**config.mk**
```make
export PLATFORM = sky130hd
export DESIGN_NAME = fusion_issue_ctrl
export DESIGN_NICKNAME = d
export VERILOG_FILES = /design/src/rtl/fusion_issue_ctrl.sv
export SDC_FILE = /design/constraint.sdc
export NUM_CORES = 1
export LEC_CHECK = 0
export CAP_MARGIN = 5
export CELL_PAD_IN_SITES_DETAIL_PLACEMENT = 0
export CELL_PAD_IN_SITES_GLOBAL_PLACEMENT = 1
export CORE_MARGIN = 2
export CORE_UTILIZATION = 39
export DETAILED_ROUTE_END_ITERATION = 8
export PLACE_DENSITY = 0.81
export SYNTH_ARGS = -nofsm -noshare
export SYNTH_HDL_FRONTEND = slang
export SYNTH_SLANG_ARGS = --single-unit
```
**constraint.sdc**
```tcl
create_clock -name clk -period 4.25 [get_ports clk]
set_clock_uncertainty 0.1 [all_clocks]
set_input_delay 1.275 -clock clk [delete_from_list [all_inputs] [get_ports clk]]
set_output_delay 1.275 -clock clk [all_outputs]
set_load 0.03 [all_outputs]
```
**src/rtl/fusion_issue_ctrl.sv**
```systemverilog
// fusion_issue_ctrl: initiator side of the fusion-unit operand interface.
// Packs per-element in/weight pairs LSB-first into 8-bit fusion words,
// presents one word pair per issue to a combinational fusion unit, and
// accumulates the returned 16-bit psum over cfg_len issues.
// Optional build macro FUSION_ACC_SAT_EN: saturating accumulator plus a
// sticky res_sat output. Without it the accumulator wraps modulo 2^ACC_W.
module fusion_issue_ctrl #(
  parameter int ACC_W = 32,
  parameter int LEN_W = 16
) (
  input  logic             clk,
  input  logic             reset,
  input  logic             cfg_valid,
  output logic             cfg_ready,
  input  logic [3:0]       cfg_in_width,
  input  logic [3:0]       cfg_weight_width,
  input  logic             cfg_s_in,
  input  logic             cfg_s_weight,
  input  logic [LEN_W-1:0] cfg_len,
  output logic             cfg_err,
  input  logic             op_valid,
  output logic             op_ready,
  input  logic [7:0]       op_in,
  input  logic [7:0]       op_weight,
  output logic [7:0]       fu_in,
  output logic [7:0]       fu_weight,
  output logic [3:0]       fu_in_width,
  output logic [3:0]       fu_weight_width,
  output logic             fu_s_in,
  output logic             fu_s_weight,
  input  logic [15:0]      fu_psum,
  output logic             res_valid,
  input  logic             res_ready,
  output logic [ACC_W-1:0] res_data
`ifdef FUSION_ACC_SAT_EN
  ,
  output logic             res_sat
`endif
);

`ifdef FUSION_ACC_SAT_EN
  localparam int NXT_W = ACC_W + 1;  // extra MSB carries the clamp flag
`else
  localparam int NXT_W = ACC_W;
`endif

  typedef enum logic [1:0] {S_IDLE, S_PACK, S_ISSUE, S_DONE} state_t;

  state_t           r_state;
  logic [3:0]       r_in_w;
  logic [3:0]       r_wt_w;
  logic             r_s_in;
  logic             r_s_wt;
  logic [LEN_W-1:0] r_len;
  logic [LEN_W-1:0] r_issue_cnt;
  logic [1:0]       r_lane;
  logic [1:0]       r_lane_last;
  logic [7:0]       r_fu_in;
  logic [7:0]       r_fu_wt;
  logic [ACC_W-1:0] r_acc;
  logic             r_cfg_err;
`ifdef FUSION_ACC_SAT_EN
  logic             r_sat;
`endif

  logic [NXT_W-1:0] w_acc_nxt;
  logic             w_cfg_legal;

  function automatic logic width_legal(input logic [3:0] w);
    return (w == 4'd2) || (w == 4'd4) || (w == 4'd8);
  endfunction

  // Last lane index of a word: P-1 where P = 8 / max(in_w, wt_w).
  function automatic logic [1:0] lane_last(input logic [3:0] iw, input logic [3:0] ww);
    logic [3:0] mx;
    mx = (iw > ww) ? iw : ww;
    case (mx)
      4'd8:    return 2'd0;
      4'd4:    return 2'd1;
      default: return 2'd3;
    endcase
  endfunction

  // Truncate an element to its width and move it to its lane position.
  function automatic logic [7:0] place(input logic [7:0] elem, input logic [3:0] w,
                                       input logic [1:0] lane);
    logic [7:0]  mask;
    logic [15:0] t;
    logic [5:0]  sh;
    case (w)
      4'd2:    mask = 8'h03;
      4'd4:    mask = 8'h0F;
      default: mask = 8'hFF;
    endcase
    t  = {8'h00, elem & mask};
    sh = 6'(lane) * 6'(w);
    t  = t << sh;
    return t[7:0];
  endfunction

  // Accumulate one psum; sign- or zero-extended depending on operand signs.
  function automatic logic [NXT_W-1:0] acc_add(input logic [ACC_W-1:0] acc,
                                               input logic [15:0] psum, input logic sgn);
    logic [ACC_W-1:0] ext;
`ifdef FUSION_ACC_SAT_EN
    logic signed [ACC_W:0] s_sum;
    logic [ACC_W:0]        u_sum;
`endif
    ext = sgn ? {{(ACC_W-16){psum[15]}}, psum} : {{(ACC_W-16){1'b0}}, psum};
`ifdef FUSION_ACC_SAT_EN
    if (sgn) begin
      s_sum = $signed({acc[ACC_W-1], acc}) + $signed({ext[ACC_W-1], ext});
      if (s_sum[ACC_W] != s_sum[ACC_W-1]) begin
        // Overflow direction follows the true sign in the extra bit.
        if (s_sum[ACC_W]) return {1'b1, 1'b1, {(ACC_W-1){1'b0}}};
        else              return {1'b1, 1'b0, {(ACC_W-1){1'b1}}};
      end
      return {1'b0, s_sum[ACC_W-1:0]};
    end else begin
      u_sum = {1'b0, acc} + {1'b0, ext};
      if (u_sum[ACC_W]) return {1'b1, {ACC_W{1'b1}}};
      return {1'b0, u_sum[ACC_W-1:0]};
    end
`else
    return acc + ext;
`endif
  endfunction

  assign w_acc_nxt   = acc_add(r_acc, fu_psum, r_s_in | r_s_wt);
  assign w_cfg_legal = width_legal(cfg_in_width) && width_legal(cfg_weight_width);

  assign cfg_ready       = (r_state == S_IDLE);
  assign op_ready        = (r_state == S_PACK);
  assign res_valid       = (r_state == S_DONE);
  assign res_data        = r_acc;
  assign cfg_err         = r_cfg_err;
  assign fu_in           = r_fu_in;
  assign fu_weight       = r_fu_wt;
  assign fu_in_width     = r_in_w;
  assign fu_weight_width = r_wt_w;
  assign fu_s_in         = r_s_in;
  assign fu_s_weight     = r_s_wt;
`ifdef FUSION_ACC_SAT_EN
  assign res_sat         = r_sat;
`endif

  // Job FSM: config accept, element packing, issue/accumulate, result hold.
  always_ff @(posedge clk) begin
    if (reset) begin
      r_state     <= S_IDLE;
      r_in_w      <= '0;
      r_wt_w      <= '0;
      r_s_in      <= 1'b0;
      r_s_wt      <= 1'b0;
      r_len       <= '0;
      r_issue_cnt <= '0;
      r_lane      <= '0;
      r_lane_last <= '0;
      r_fu_in     <= '0;
      r_fu_wt     <= '0;
      r_acc       <= '0;
      r_cfg_err   <= 1'b0;
`ifdef FUSION_ACC_SAT_EN
      r_sat       <= 1'b0;
`endif
    end else begin
      r_cfg_err <= 1'b0;
      case (r_state)
        S_IDLE: begin
          if (cfg_valid) begin
            if (!w_cfg_legal) begin
              r_cfg_err <= 1'b1;
            end else begin
              r_in_w      <= cfg_in_width;
              r_wt_w      <= cfg_weight_width;
              r_s_in      <= cfg_s_in;
              r_s_wt      <= cfg_s_weight;
              r_len       <= cfg_len;
              r_lane_last <= lane_last(cfg_in_width, cfg_weight_width);
              r_issue_cnt <= '0;
              r_lane      <= '0;
              r_fu_in     <= '0;
              r_fu_wt     <= '0;
              r_acc       <= '0;
`ifdef FUSION_ACC_SAT_EN
              r_sat       <= 1'b0;
`endif
              r_state     <= (cfg_len == '0) ? S_DONE : S_PACK;
            end
          end
        end
        S_PACK: begin
          if (op_valid) begin
            r_fu_in <= r_fu_in | place(op_in, r_in_w, r_lane);
            r_fu_wt <= r_fu_wt | place(op_weight, r_wt_w, r_lane);
            r_lane  <= r_lane + 2'd1;
            if (r_lane == r_lane_last) r_state <= S_ISSUE;
          end
        end
        S_ISSUE: begin
`ifdef FUSION_ACC_SAT_EN
          r_acc <= w_acc_nxt[ACC_W-1:0];
          r_sat <= r_sat | w_acc_nxt[ACC_W];
`else
          r_acc <= w_acc_nxt;
`endif
          r_issue_cnt <= r_issue_cnt + LEN_W'(1);
          if (r_issue_cnt == r_len - LEN_W'(1)) begin
            r_state <= S_DONE;
          end else begin
            r_state <= S_PACK;
            r_fu_in <= '0;
            r_fu_wt <= '0;
            r_lane  <= '0;
          end
        end
        S_DONE: begin
          if (res_ready) r_state <= S_IDLE;
        end
        default: r_state <= S_IDLE;
      endcase
    end
  end

endmodule

```
==> flow_metrics.tcl, run 1 <==
set metrics [dict create \
    cts-root-buf "clkbuf_16" \
    num-fill-cells 1649 \
    rr_worst_depth 11 \
    die_x_um 134.3 \
    final_cell_mix "124 x clkdlybuf4s50_1, 97 x dfxtp_1, 81 x nor2_1" \
    syn-cell-area_um2 6624 \
    wire_per_inst_um 14.76 \
    critPathRequiredTime_ps 4400 \
    dp.final_hpwl_um 13160 \
    syn-num-nets 919 \
    io_pins 125 \
    antenna_cells 0 \
    status "finished clean" \
    switching_power_mw 0.4982 \
    swShare_pct 25.05 \
    fin_crit_sh_pct 94.48 \
    yosysUniqueCellTypes 64 \
    cts-resized-gates 0 \
    slew_headroom_pct 53.94 \
    slew_viol_final 0 \
    whs_path_depth 2 \
    grt.overflow.total 0 \
    ys.flop_type "dfxtp_1" \
    synthTopCellsByArea "dfxtp_1 29%, ha_1 8.1%, xnor2_1 5.3%" \
    endpoint_kind "flip-flop" \
    setup_tns_ps 0 \
    drtIter0Drc 345 \
    pwr-share-comb_pct 12.8 \
    hold_viol 0 \
    crit_type "input port to flip-flop" \
    grt_max_degree 27 \
    cts_buffers 9 \
    via_count 6346 \
    rows 47 \
    clock_latency_ps 350 \
    p_leak_nw 3.703 \
    r2r_end "fu_weight[5]" \
    clkTransAtPathRegs_ps 70 \
    tightest_slew_ps 684.6 \
    hold_end "r_lane_last[1]" \
    antenna_found_initial 0 \
    yosys.area.top_type "dfxtp_1" \
    final_area_um2 8635 \
    dr.pass1.iters 4 \
    port-buffer-count 124 \
    rsz0062_at_grt "false" \
    startpoint_type "input port" \
    finalSetupViolCount 0 \
    ys_seq_elements 97 \
    maxCapViolCount 0 \
    syn_area_per_cell_um2 8.178 \
    cts_tree "yes" \
    cts_hold_buffers 0 \
    grt_use_total_pct 19.49 \
    cp_max_fo 7 \
    synth_top_area_share_pct 29.32 \
    synth-async-reset-ratio_pct 0 \
    yosysSeqAreaShare_pct 29.32 \
    area_delta_synth_final_pct 30.36 \
    r2r_setup_slack_ps 730 \
    irDropWorstVdd_mv 0.1924 \
    cell_internal_pwr_mw 1.491 \
    drive_above_1_share_pct 8.968 \
    hp-start "r_lane_last[1]" \
    worstHoldPathType "flip-flop to flip-flop" \
    placed_area_um2 8343 \
    timing.rr.start "r_len[0]" \
    clock-sinks 97 \
    p_per_area_nw_per_um2 230.4 \
    ys.warnings.count 0 \
    gp_congestion 0.9072 \
    dieArea_um2 18040 \
    synth_edf_count 0 \
    clkPwrFrac_pct 40.7 \
    grt_first_pass_wirelength_um 28710 \
    fin_crit_ps 4015 \
    fmax_ghz 0.2490 \
    via_per_inst 5.383 \
    final_net_count 1064 \
    grt_pass1_vias 5866 \
    cts_setup_buffers 0 \
    arrival_ps 4160 \
    h-tree-depth 3 \
    final_common_cell "clkdlybuf4s50_1" \
    sequentialPowerShare_pct 46.5 \
    drcViolationCount 0 \
    cts_buffer_depth 2 \
    wl_um 17400 \
    drtAntennaViolNets 0 \
    netlist_instances 810 \
    die_h_um 134.3 \
    initial_core_util_pct 39.94 \
    coreArea_um2 16580 \
]
==> worst max-delay path, cell delays in order <==
cell             delay (ps)
clkdlybuf4s50_1         480
o21ai_0                 100
inv_1                   210
ha_1                    300
buf_4                   150
a2111oi_1               410
buf_4                   200
o211ai_1                 80
o211ai_1                180
buf_4                   170
nor4_1                   70
o311a_1                 340
a31o_2                  210
==> kinds of logic after synthesis <==
| group | count (synthesis) | share of synthesized area, % |
|---|---|---|
| AOI/OAI and AO/OA | 242 | 25.48 |
| buffers and inverters | 69 | 4.401 |
| xor gates and xnor gates | 68 | 8.991 |
| and+or+nand+nor | 271 | 20.08 |
| muxes | 17 | 2.701 |
| adders and majority gates | 46 | 9.029 |
| DFF | 97 | 29.32 |
==> power groups by stage <==
stage,clock [mW],sequential [mW],combinational [mW]
global route,0.872,0.926,0.281
floorplan,0,0.953,0.128
CTS,0.834,0.925,0.258
detailed placement,0,0.946,0.256
finish,0.809,0.925,0.255
global placement,0,0.946,0.256
==> flip-flops by register name, summed over array words and instances, names as in the netlist <==
| name | flops |
|---|---|
| fu_s_in | 1 |
| fu_in_width | 4 |
| r_issue_cnt | 16 |
| fu_in | 8 |
| cfg_err | 1 |
| res_data | 32 |
| r_lane | 2 |
| r_len | 16 |
| fu_s_weight | 1 |
| r_lane_last | 2 |
| r_state | 2 |
| fu_weight | 8 |
| fu_weight_width | 4 |
==> cell type report <==
| type | count | area [µm²] | area share (%) |
|---|---|---|---|
| sequential | 97 | 1942 | 22.49 |
| inverter | 30 | 112.6 | 1.304 |
| multi-input combinational | 644 | 4405 | 51.02 |
| clock inverter | 3 | 23.77 | 0.2753 |
| timing repair buffer | 173 | 1609 | 18.63 |
| tap | 220 | 275.3 | 3.188 |
| clock buffer | 12 | 266.5 | 3.087 |
==> cell usage after synthesis (17+ instances only) <==
| cell | number |
|---|---|
| dfxtp_1 | 97 |
| nor2_1 | 81 |
| nand2_1 | 59 |
| a21oi_1 | 46 |
| ha_1 | 43 |
| xnor2_1 | 40 |
| o21ai_0 | 39 |
| a22o_1 | 38 |
| clkbuf_1 | 30 |
| inv_1 | 30 |
| nand3_1 | 30 |
| xor2_1 | 28 |
| a21o_1 | 21 |
| a22oi_1 | 19 |
| a31oi_1 | 17 |
==> how the worst max path moves through the flow <==
| stage | startpoint | endpoint | slack (ps) | cells after the start |
|---|---|---|---|---|
| after global routing | fu_psum[15] | res_data[29] | 30 | 14 |
| after global placement | fu_psum[0] | res_data[30] | -300 | 12 |
| after floorplan | fu_psum[15] | res_data[31] | 280 | 9 |
| final | fu_psum[15] | res_data[31] | 230 | 13 |
| after CTS | fu_psum[0] | res_data[30] | 7 | 12 |
| after detailed placement | fu_psum[0] | res_data[30] | -340 | 12 |
==> routing by layer <==
metal | vias to the layer above | part of all wire (%) | GRT usage, %
met5 | - | 0 | 0
met4 | 0 | 1.1 | 4.854
met3 | 14 | 4.9 | 3.741
met2 | 137 | 44 | 30.81
met1 | 2935 | 50 | 27.36
li1 | 3260 | - | -
==> stage by stage <==
stage | std cells | setup WS, ps | total power, mW | utilization (%) | hold WS (ps)
floorplan | 810 | 276.9 | 1.081 | - | 330.7
global placement | 1164 | -297.1 | 1.202 | 50.31 | 337.2
global route | 1179 | 29.77 | 2.080 | 52.07 | 386.9
CTS | 1179 | 6.558 | 2.017 | 52.06 | 353.8
finish | 1179 | 234.6 | 1.989 | 52.07 | 350.3
detailed placement | 1164 | -340.9 | 1.202 | 50.31 | 339.8
(Power assumes the default switching activity.)
==> inputs of run 2 (changes only) <==
Settings changed: GPL_TIMING_DRIVEN from default to 1, MAX_ROUTING_LAYER from default to met4, PLACE_DENSITY 0.81 to 0.86.
==> flow_metrics.tcl, run 2 (same netlist as run 1, synthesis figures left out) <==
set metrics [dict create \
    grt_max_degree 20 \
    p_leak_nw 3.711 \
    final_area_um2 8662 \
    setup_slack_ps 267.7 \
    dr.pass1.iters 5 \
    drtIter0Drc 350 \
    fin_crit_sh_pct 93.70 \
    port-buffer-count 124 \
    dp.final_hpwl_um 13280 \
    final_net_count 1063 \
    cts-root-buf "clkbuf_16" \
    drive_above_1_share_pct 8.968 \
    initial_core_util_pct 39.94 \
    worstHoldPathType "flip-flop to flip-flop" \
    critPathCapture "res_data[31]" \
    cp_max_fo 9 \
    crit_path_start "fu_psum[15]" \
    clkPwrFrac_pct 42.0 \
    area_delta_synth_final_pct 30.77 \
    cts_tree "yes" \
    clkTransAtPathRegs_ps 70 \
    r2r_end "fu_in[3]" \
    r2r_setup_slack_ps 810 \
    die_h_um 134.3 \
    swShare_pct 25.20 \
    rsz0062_at_grt "false" \
    grt_pass1_vias 5963 \
    wl_um 17450 \
    placed_area_um2 8348 \
    cts_setup_buffers 0 \
    num-fill-cells 1641 \
    rows 47 \
    die_x_um 134.3 \
    switching_power_mw 0.5141 \
    startpoint_type "input port" \
    rr_worst_depth 12 \
    slew_viol_final 0 \
    final_common_cell "clkdlybuf4s50_1" \
    maxCapViolCount 0 \
    fmax_ghz 0.2511 \
    slew_headroom_pct 60.60 \
    final_cell_mix "124 x clkdlybuf4s50_1, 97 x dfxtp_1, 81 x nor2_1" \
    drtAntennaViolNets 0 \
    h-tree-depth 3 \
    pwr-share-comb_pct 12.6 \
    timing.rr.start "r_len[0]" \
    largest_register_ff_count 32 \
    tightest_slew_ps 590.2 \
    grt_use_total_pct 20.10 \
    irDropWorstVdd_mv 0.1957 \
    cell_internal_pwr_mw 1.526 \
    antenna_cells 0 \
    crit_type "input port to flip-flop" \
    sequentialPowerShare_pct 45.3 \
    via_per_inst 5.354 \
    clock-sinks 97 \
    via_count 6312 \
    clock_latency_ps 350 \
    finalSetupViolCount 0 \
    cts_hold_buffers 0 \
    antenna_found_initial 0 \
    dieArea_um2 18040 \
    cts-resized-gates 1 \
    io_pins 125 \
    place_ws_ps -372.7 \
    arrival_ps 4130 \
    cts_buffer_depth 2 \
    critPathRequiredTime_ps 4400 \
    grt_first_pass_wirelength_um 29120 \
    coreArea_um2 16580 \
    power_mw 2.040 \
    cts_buffers 9 \
    endpoint_kind "flip-flop" \
    hold_viol 0 \
    fin_crit_ps 3982 \
    gp_congestion 0.9010 \
    wire_per_inst_um 14.80 \
    drcViolationCount 0 \
    status "finished clean" \
    grt.overflow.total 0 \
    fin_hold_ws_ps 351.1 \
    p_per_area_nw_per_um2 235.5 \
]
[run 2: metal layers]
layer / share of wire (%) / vias to the layer above / global-route usage [%]
li1: - / 3265 / -
met1: 50 / 2926 / 27.51
met2: 44 / 106 / 30.73
met3: 4.3 / 15 / 3.212
met4: 1.3 / 0 / 5.673
met5: 0 / - / -
[run 2: worst min-delay path by stage]
stage / slack, ps / startpoint / cells past startpoint / end
global route: 370 / r_lane_last[0] / 2 / r_lane_last[0]
detailed placement: 340 / fu_in[1] / 2 / fu_in[1]
CTS: 350 / r_lane_last[1] / 2 / r_lane_last[1]
finish: 350 / r_lane_last[1] / 2 / r_lane_last[1]
global placement: 340 / fu_in[2] / 2 / fu_in[2]
floorplan: 330 / r_lane_last[1] / 2 / r_lane_last[1]
[run 2: layout make-up]
| cell class | count | area [µm²] | share of cell area (%) |
|---|---|---|---|
| clock buffer | 11 | 242.7 | 2.802 |
| multi-input combinational | 644 | 4412 | 50.93 |
| inverter | 30 | 112.6 | 1.300 |
| sequential | 97 | 1942 | 22.42 |
| tap | 220 | 275.3 | 3.178 |
| timing repair buffer | 172 | 1614 | 18.63 |
| clock inverter | 5 | 63.81 | 0.7367 |
[run 2: stage by stage]
step / setup TNS, ps / utilization [%] / instances
finish: 0 / 52.23 / 1179
global placement: -1154 / 50.34 / 1163
detailed placement: -1162 / 50.34 / 1163
floorplan: 0 / - / 810
global route: 0 / 52.23 / 1179
CTS: 0 / 52.19 / 1179
[run 2: power groups by stage]
stage	sequential (mW)	combinational (mW)	clock [mW]
3_3_place_gp	0.946	0.256	0
3_5_place_dp	0.946	0.257	0
2_1_floorplan	0.953	0.128	0
5_1_grt	0.926	0.284	0.908
6_report	0.925	0.258	0.858
4_1_cts	0.925	0.259	0.874
[run 2: worst max-delay path: stages]
cell and delay [ps]:
clkdlybuf4s50_1 440, o21ai_0 130, inv_1 180, buf_4 210, ha_1 200, a21o_1 160, a21o_1 190, a2111oi_0 390
nor2_1 100, or2_2 310, a22o_1 220, o311a_1 110, a31o_2 200
==> inputs of run 3 (changes only) <==
--- a/config.mk
+++ b/config.mk
@@ -16,2 +16,3 @@
 export PLACE_DENSITY = 0.86
+export SKIP_CTS_REPAIR_TIMING = 1
 export SYNTH_ARGS = -nofsm -noshare
--- a/constraint.sdc
+++ b/constraint.sdc
@@ -4,2 +4,2 @@
 set_output_delay 1.275 -clock clk [all_outputs]
-set_load 0.03 [all_outputs]
+set_load 0.1 [all_outputs]
==> flow_metrics.tcl, run 3 (same netlist as run 1, synthesis figures left out) <==
set metrics [dict create \
    startpoint_type "input port" \
    finalSetupViolCount 0 \
    wire_per_inst_um 15.00 \
    clkTransAtPathRegs_ps 70 \
    final_cell_mix "118 x clkdlybuf4s50_1, 97 x dfxtp_1, 81 x nor2_1" \
    cts_tree "yes" \
    drtIter0Drc 358 \
    die_x_um 134.3 \
    drtAntennaViolNets 0 \
    final_net_count 1065 \
    rows 47 \
    grt_pass1_vias 6028 \
    fin_hold_ws_ps 346.9 \
    timing.rr.start "r_len[0]" \
    drive_above_1_share_pct 9.688 \
    gp_congestion 0.9020 \
    grt_use_total_pct 20.25 \
    port-buffer-count 124 \
    hold_viol 0 \
    whs_path_depth 2 \
    coreArea_um2 16580 \
    rr_worst_depth 12 \
    slew_headroom_pct 33.87 \
    dieArea_um2 18040 \
    grt_max_degree 20 \
    r2r_setup_slack_ps 790 \
    grt_first_pass_wirelength_um 29360 \
    status "finished clean" \
    hold_end "fu_in[3]" \
    maxCapViolCount 0 \
    grt.overflow.total 0 \
    cts_buffer_depth 2 \
    antenna_found_initial 0 \
    power_mw 2.043 \
    tightest_slew_ps 988.8 \
    dp.final_hpwl_um 13420 \
    clock-sinks 97 \
    p_leak_nw 3.723 \
    cts-root-buf "clkbuf_16" \
    area_delta_synth_final_pct 30.58 \
    endpoint_kind "flip-flop" \
    largest_register_ff_count 32 \
    die_h_um 134.3 \
    crit_type "input port to flip-flop" \
    io_pins 125 \
    via_count 6458 \
    irDropWorstVdd_mv 0.1929 \
    dp.cells 1165 \
    initial_core_util_pct 39.94 \
    slew_viol_final 0 \
    cts_buffers 9 \
    critPathRequiredTime_ps 4390 \
    r2r_end "r_lane[1]" \
    h-tree-depth 3 \
    fin_crit_ps 4026 \
    p_per_area_nw_per_um2 236.2 \
    rsz0062_at_grt "false" \
    wl_um 17700 \
    cp_max_fo 9 \
    clock_latency_ps 350 \
    post_layout_nonfiller_instances 1180 \
    final_common_cell "clkdlybuf4s50_1" \
    dr.pass1.iters 5 \
    hp-start "fu_in[3]" \
    fin_crit_sh_pct 94.72 \
    via_per_inst 5.473 \
    fmax_ghz 0.2484 \
    arrival_ps 4160 \
    drcViolationCount 0 \
    antenna_cells 0 \
    worstHoldPathType "flip-flop to flip-flop" \
]
-- run 3: cell type report --
type	instances	area, µm²
Fill cell	1588	7934
Multi-Input combinational cell	644	4413
Sequential cell	97	1942
Timing Repair Buffer	174	1614
Tap cell	220	275.3
Clock buffer	10	229.0
Inverter	30	112.6
Clock inverter	5	63.81
-- run 3: power breakdown --
group          internal, mW  leakage, nW  switching [mW]
clock network         0.459        0.140           0.371
logic                 0.132         2.80           0.156
registers             0.916        0.782         0.00874
total                  1.51         3.72           0.536
-- run 3: critical path, cell delays in order --
cell and delay [ps]:
clkdlybuf4s50_1 440, o21ai_0 130, inv_1 180, buf_4 210
ha_1 200, a21o_1 170, a21o_1 190, a2111oi_0 410
nor2_1 100, or2_2 310, a22o_1 220, o311a_1 110
a31o_2 210
-- run 3: how the worst max path moves through the flow --
stage	startpoint	end	slack, ps
final	fu_psum[15]	res_data[31]	220
after global routing	fu_psum[15]	res_data[29]	20
after CTS	fu_psum[15]	res_data[30]	-20
after detailed placement	fu_psum[15]	res_data[30]	-360
after global placement	fu_psum[15]	res_data[30]	-340
after floorplan	fu_psum[15]	res_data[31]	240
-- run 3: layer usage --
layer | vias up | part of all wire, % | GRT usage [%]
met5 | - | 0 | -
met4 | 0 | 0.59 | 3.684
met3 | 11 | 4.8 | 4.611
met2 | 133 | 46 | 31.89
met1 | 3050 | 49 | 26.92
li1 | 3264 | - | -
-- run 3: stage by stage --
step	instance area, µm²	setup WS, ps	util [%]	TNS (ps)
after floorplan	6624	244.3	-	0
after global placement	8348	-342.7	50.34	-1286
after detailed placement	8348	-363.7	50.34	-1342
after CTS	8641	-16.15	52.11	-16.15
after global routing	8650	20.89	52.16	0
final	8650	224.2	52.16	0
